### config.mk
export PLATFORM = sky130hd
export DESIGN_NAME = amux_seq_ctrl
export DESIGN_NICKNAME = d
export VERILOG_FILES = /design/src/rtl/amux_seq_ctrl.sv
export SDC_FILE = /design/constraint.sdc
export NUM_CORES = 1
export LEC_CHECK = 0
export ABC_CLOCK_PERIOD_IN_PS = 4040
export CORE_ASPECT_RATIO = 0.5
export CORE_MARGIN = 3
export CORE_UTILIZATION = 56
export CTS_BUF_LIST = sky130_fd_sc_hd__clkbuf_8
export DETAILED_ROUTE_END_ITERATION = 10
export DONT_BUFFER_PORTS = 1
export GPL_ROUTABILITY_DRIVEN = 0
export PLACE_DENSITY = 0.72
export RECOVER_POWER = 50
export SLEW_MARGIN = 15
export SYNTH_ARGS = -nofsm -noshare
export SYNTH_HDL_FRONTEND = slang
export SYNTH_SLANG_ARGS = --single-unit
### constraint.sdc
create_clock -name clk -period 4.04 [get_ports clk]
set_clock_uncertainty 0.15 [all_clocks]
set_input_delay 0.404 -clock clk [delete_from_list [all_inputs] [get_ports clk]]
set_output_delay 0.404 -clock clk [all_outputs]
set_load 0.005 [all_outputs]
### src/rtl/amux_seq_ctrl.sv
`default_nettype none
// ============================================================================
// Module   : amux_seq_ctrl
// Purpose  : Sequencer for an NCH-input analog multiplexer. Accepts channel
//            requests, drives break-before-make one-hot switch enables, times
//            input settling and handshakes one ADC conversion per request.
// Ports    : clk, reset            - clock, synchronous active-high reset
//            req_valid/req_ready   - request handshake (ready only in IDLE)
//            req_ch, settle_cyc    - requested channel / settle cycles
//            sel, sel_onehot       - connected channel (binary / switch gates)
//            mux_en                - any switch closed
//            conv_start/conv_done  - ADC start pulse / completion pulse
//            done_valid, done_ch   - completed-conversion pulse and channel
//            err_pulse             - out-of-range request rejected
//            scan_en, scan_mask    - auto-scan controls (AMUX_AUTOSCAN_EN only)
// Config   : define AMUX_AUTOSCAN_EN to build the auto-scan ports and logic.
// Revision : 1.0 - initial release
// ============================================================================
module amux_seq_ctrl #(
    parameter int NCH      = 8,
    parameter int SELW     = 3,
    parameter int BBM_CYC  = 2,
    parameter int SETTLE_W = 8
) (
    input  logic                clk,
    input  logic                reset,
    input  logic                req_valid,
    output logic                req_ready,
    input  logic [SELW-1:0]     req_ch,
    input  logic [SETTLE_W-1:0] settle_cyc,
    output logic [SELW-1:0]     sel,
    output logic [NCH-1:0]      sel_onehot,
    output logic                mux_en,
    output logic                conv_start,
    input  logic                conv_done,
    output logic                done_valid,
    output logic [SELW-1:0]     done_ch,
    output logic                err_pulse
`ifdef AMUX_AUTOSCAN_EN
    ,
    input  logic                scan_en,
    input  logic [NCH-1:0]      scan_mask
`endif
);

    localparam int c_BBM_W = $clog2(BBM_CYC + 1);
    localparam int c_CNT_W = (SETTLE_W > c_BBM_W) ? SETTLE_W : c_BBM_W;
    localparam logic [NCH-1:0] c_ONE = {{(NCH-1){1'b0}}, 1'b1};

    typedef enum logic [2:0] {
        S_IDLE    = 3'd0,
        S_BREAK   = 3'd1,
        S_SETTLE  = 3'd2,
        S_CONVERT = 3'd3,
        S_DONE    = 3'd4
    } state_t;

    state_t                r_state,      w_state_nx;
    logic [c_CNT_W-1:0]    r_cnt,        w_cnt_nx;
    logic [SELW-1:0]       r_ch,         w_ch_nx;
    logic [SETTLE_W-1:0]   r_settle,     w_settle_nx;
    logic [SELW-1:0]       r_conn_ch,    w_conn_ch_nx;
    logic                  r_conn_valid, w_conn_valid_nx;
    logic                  r_first,      w_first_nx;
    logic                  r_err,        w_err_nx;

    logic                  w_acc;
    logic [SELW-1:0]       w_acc_ch;
    logic                  w_bad_ch;

`ifdef AMUX_AUTOSCAN_EN
    logic [SELW-1:0]       r_scan_ptr;
    logic                  w_scan_hit;
    logic [SELW-1:0]       w_scan_ch;
    logic                  w_scan_go;

    // Nearest set mask bit strictly above the last scanned channel, wrapping
    // at NCH-1 -> 0 (the last scanned channel itself is tried last).
    always_comb begin : p_scan_search
        int idx;
        w_scan_hit = 1'b0;
        w_scan_ch  = '0;
        idx        = 0;
        for (int i = 1; i <= NCH; i++) begin
            idx = int'(r_scan_ptr) + i;
            if (idx >= NCH) begin
                idx = idx - NCH;
            end
            if (!w_scan_hit && |(scan_mask & (c_ONE << idx))) begin
                w_scan_hit = 1'b1;
                w_scan_ch  = SELW'(idx);
            end
        end
    end

    // External requests win over the self-issued scan request.
    assign w_scan_go = scan_en && !req_valid && w_scan_hit;
    assign w_acc     = (r_state == S_IDLE) && (req_valid || w_scan_go);
    assign w_acc_ch  = req_valid ? req_ch : w_scan_ch;

    always_ff @(posedge clk) begin
        if (reset) begin
            // Park the pointer on the top channel so the first search starts at 0.
            r_scan_ptr <= SELW'(NCH - 1);
        end else if (w_acc && !req_valid) begin
            r_scan_ptr <= w_scan_ch;
        end
    end
`else
    assign w_acc    = (r_state == S_IDLE) && req_valid;
    assign w_acc_ch = req_ch;
`endif

    // The range check only exists when the index can encode channels >= NCH.
    generate
        if ((2 ** SELW) > NCH) begin : g_range_chk
            assign w_bad_ch = (32'(w_acc_ch) >= NCH);
        end else begin : g_no_range_chk
            assign w_bad_ch = 1'b0;
        end
    endgenerate

    always_ff @(posedge clk) begin
        if (reset) begin
            r_state      <= S_IDLE;
            r_cnt        <= '0;
            r_ch         <= '0;
            r_settle     <= '0;
            r_conn_ch    <= '0;
            r_conn_valid <= 1'b0;
            r_first      <= 1'b0;
            r_err        <= 1'b0;
        end else begin
            r_state      <= w_state_nx;
            r_cnt        <= w_cnt_nx;
            r_ch         <= w_ch_nx;
            r_settle     <= w_settle_nx;
            r_conn_ch    <= w_conn_ch_nx;
            r_conn_valid <= w_conn_valid_nx;
            r_first      <= w_first_nx;
            r_err        <= w_err_nx;
        end
    end

    always_comb begin
        w_state_nx      = r_state;
        w_cnt_nx        = r_cnt;
        w_ch_nx         = r_ch;
        w_settle_nx     = r_settle;
        w_conn_ch_nx    = r_conn_ch;
        w_conn_valid_nx = r_conn_valid;
        w_first_nx      = 1'b0;
        w_err_nx        = 1'b0;
        case (r_state)
            S_IDLE: begin
                if (w_acc) begin
                    if (w_bad_ch) begin
                        w_err_nx = 1'b1;
                    end else begin
                        w_ch_nx     = w_acc_ch;
                        w_settle_nx = settle_cyc;
                        if (r_conn_valid && (w_acc_ch == r_conn_ch)) begin
                            // Input already connected and settled.
                            w_state_nx = S_CONVERT;
                            w_first_nx = 1'b1;
                        end else begin
                            // Open every switch before the new one may close.
                            w_state_nx      = S_BREAK;
                            w_conn_valid_nx = 1'b0;
                            w_cnt_nx        = c_CNT_W'(BBM_CYC - 1);
                        end
                    end
                end
            end
            S_BREAK: begin
                if (r_cnt == '0) begin
                    w_conn_valid_nx = 1'b1;
                    w_conn_ch_nx    = r_ch;
                    if (r_settle == '0) begin
                        w_state_nx = S_CONVERT;
                        w_first_nx = 1'b1;
                    end else begin
                        w_state_nx = S_SETTLE;
                        w_cnt_nx   = c_CNT_W'(r_settle) - 1'b1;
                    end
                end else begin
                    w_cnt_nx = r_cnt - 1'b1;
                end
            end
            S_SETTLE: begin
                if (r_cnt == '0) begin
                    w_state_nx = S_CONVERT;
                    w_first_nx = 1'b1;
                end else begin
                    w_cnt_nx = r_cnt - 1'b1;
                end
            end
            S_CONVERT: begin
                if (conv_done) begin
                    w_state_nx = S_DONE;
                end
            end
            S_DONE: begin
                w_state_nx = S_IDLE;
            end
            default: begin
                w_state_nx = S_IDLE;
            end
        endcase
    end

    // Switch enables derive from a single channel register, so they can
    // never be multi-hot, even on transition cycles.
    assign sel_onehot = r_conn_valid ? (c_ONE << r_conn_ch) : '0;
    assign sel        = r_conn_ch;
    assign mux_en     = r_conn_valid;
    assign req_ready  = (r_state == S_IDLE);
    assign conv_start = (r_state == S_CONVERT) && r_first;
    assign done_valid = (r_state == S_DONE);
    assign done_ch    = r_ch;
    assign err_pulse  = r_err;

endmodule
`default_nettype wire

==> impl_metrics.tcl <==
set metrics [dict create \
    ys_warn_count 0 \
    grtUsageMet2_pct 28.8 \
    grt.total_usage_pct 22.3 \
    min_path_type "primary input to flop" \
    synth_compound_area_share_pct 24.7 \
    port_buffers 0 \
    drt_pass1_iterations 4 \
    drt_iter0_markers 213 \
    status "complete, no violations" \
    ys.flop_type "dfxtp_1" \
    critPathLaunchType "flop" \
    cts_buffer_depth 2 \
    seq_area_frac_synth_pct 34.0 \
    finalSetupViolations 0 \
    die_height_microns 43.7 \
    grt_busiest_layer "met1" \
    synth_adder_area_share_pct 2.36 \
    ys_ff_latch 27 \
    worstPathArrival_ps 2980 \
    synth-async-reset-ratio_pct 0 \
    cts_resized 0 \
    grt_use_met3_pct 7.05 \
    antennaDiodeCount 0 \
    vias 1536 \
    cts_sinks 27 \
    worst_pin_slew_ps 1130 \
    final_cell_mix "nand2_1, dfxtp_1, a21oi_1, nor2_1, xnor2_1" \
    grt_pass1_wl_microns 6070 \
    critical_path.cell_chain "nor3b_1 > nand4_1 > a21oi_2 > a21oi_1 > a2111oi_0" \
    power.leakage_uw 0.000592 \
    rows 12 \
    fin_nets 226 \
    cpPeakStageDelay_ps 950 \
    netlist_instances 212 \
    drive_gt1_share_pct 4.83 \
    syn_nets 230 \
    critPathRequiredTime_ps 4060 \
    h-tree-depth 1 \
    utilization_pct 66.9 \
    drc_errors 0 \
    fin_crit_ps 2960 \
    dp_hpwl_microns 2950 \
    avgSynthCellArea_sq_um 7.50 \
    wirelength_microns 3930 \
    fin_setup_tns_ps 0 \
    yosysTopAreaCell "dfxtp_1" \
    cts_setup_buffers 0 \
    cpMaxStageDelayCell "nor3b_1" \
    worst_setup_path_end_kind "flop" \
    grt_pass1_vias 1233 \
    max_freq_ghz 0.338 \
    via_per_inst 6.35 \
    postCtsHoldBufs 0 \
    ir_worst_vdd_mv 0.399 \
    initial_core_util_pct 65.0 \
    final.fill_count 214 \
    gr-total-overflow 0 \
    fin_crit_sh_pct 73.1 \
    critPathKind "flop to flop" \
    synth_top_cell_area_share_pct 34.0 \
    synth-edff-count 0 \
    hold_viol 0 \
    pre_cts_slack_ps 1580 \
    synth_xor_xnor_area_share_pct 6.06 \
    core_sq_um 2450 \
    cts_tree "yes" \
    path_clk_slew_ps 100 \
    path_max_fanout 12 \
    rsz0062_at_grt "no" \
    grt_start_max_net_pins 27 \
    numCtsBuffers 3 \
    synth_area_sq_um 1590 \
    synth_simple_gate_area_share_pct 28.9 \
    relSlewSlack_pct 24.7 \
    met1_usage_pct 36.0 \
    dieArea_sq_um 3550 \
    area_delta_synth_final_pct 2.99 \
    worst-path-buf-inv 0 \
    slew_violations 0 \
    synth_top_family_by_area "simple AND/OR/NAND/NOR gates" \
    power_density_nw_per_um2 823 \
    cap_violations 0 \
    antenna_found_initial 0 \
    clockRootBuffer "clkbuf_8" \
    setup_ws_ps 1080 \
    final_common_cell "nand2_1" \
    clock_latency_ps 280 \
    ant_nets 0 \
    cp_top_family "simple AND/OR/NAND/NOR gates" \
    synth.distinct_cells 43 \
    synthTopCellsByArea "dfxtp_1, nand2_1, a21oi_1" \
    die_x_microns 81.4 \
    power.total_uw 1350 \
    drt-wirelength-per-cell_microns 16.2 \
    ios 34 \
    muxShareOfSynthArea_pct 0 \
]
## sequential cells by signal (all words and copies together) (netlist names)
| register | count |
|---|---|
| r_settle | 8 |
| r_state | 3 |
| done_ch | 3 |
| r_cnt | 8 |
| mux_en | 1 |
| sel | 3 |
| r_first | 1 |
## cells by family after synthesis
group	Yosys count
AO/OA/AOI/OAI	60
XOR/XNOR	11
adder cells (fa/ha/maj)	3
buffers and inverters	15
flip-flops	27
other	1
AND/OR/NAND/NOR	95
## worst paths after layout
kind / from / endpoint / slack (ps) / cells after the start
worst min-delay path: reset / r_cnt[7] / 20 / 1
worst min register to register: r_settle[5] / r_settle[5] / 340 / 2
worst max register to register: r_state[0] / r_first / 1080 / 5
worst max-delay path: r_state[0] / r_first / 1080 / 5
## metal layers
metal	wire length (microns)	part of all wire, %
met1	1870	47
met2	1530	39
met3	511	13
met4	24	0.61
met5	0	0
## report_power, final
part	internal, uW	total [uW]	switching [uW]
clock network	69.3	157	87.5
registers	340	454	114
logic	287	737	449
## worst reg2reg max path, delay by kind of cell (launching register included)
| kind | cells | cell delay [ps] |
|---|---|---|
| AOI/OAI and AO/OA | 3 | 820 |
| and+or+nand+nor | 2 | 1320 |
| DFF | 1 | 550 |
## final cells by class
class / instances / area (sq um) / share of cell area (%)
Clock inverter: 1 / 5.00 / 0.306
Sequential cell: 27 / 541 / 33.0
Tap cell: 35 / 43.8 / 2.67
Clock buffer: 3 / 41.3 / 2.52
Multi-Input combinational cell: 170 / 985 / 60.1
Inverter: 6 / 22.5 / 1.38
## synthesized netlist by cell type, types with 2 or more instances
| cell type | n |
|---|---|
| a21o_1 | 3 |
| a21oi_1 | 25 |
| a31oi_1 | 2 |
| and2_1 | 2 |
| and3_1 | 2 |
| clkbuf_1 | 8 |
| dfxtp_1 | 27 |
| ha_1 | 3 |
| inv_1 | 6 |
| nand2_1 | 40 |
| nand2b_1 | 3 |
| nand3_1 | 7 |
| nor2_1 | 19 |
| nor3_1 | 7 |
| nor3b_1 | 5 |
| nor4_1 | 2 |
| o211ai_1 | 4 |
| o21ai_0 | 4 |
| o21ai_1 | 5 |
| o311ai_0 | 2 |
| o31ai_1 | 3 |
| or4_1 | 2 |
| or4_4 | 2 |
| xnor2_1 | 8 |
| xor2_1 | 3 |
## per-stage QoR
stage	std cells	hold slack, ps	area (sq um)
after CTS	242	23.5	1640
after detailed placement	238	326	1600
after global routing	242	17.5	1640
after global placement	238	318	1600
after floorplan	212	311	1590
final	242	22.6	1640
Power figures use the tool's default switching activity.
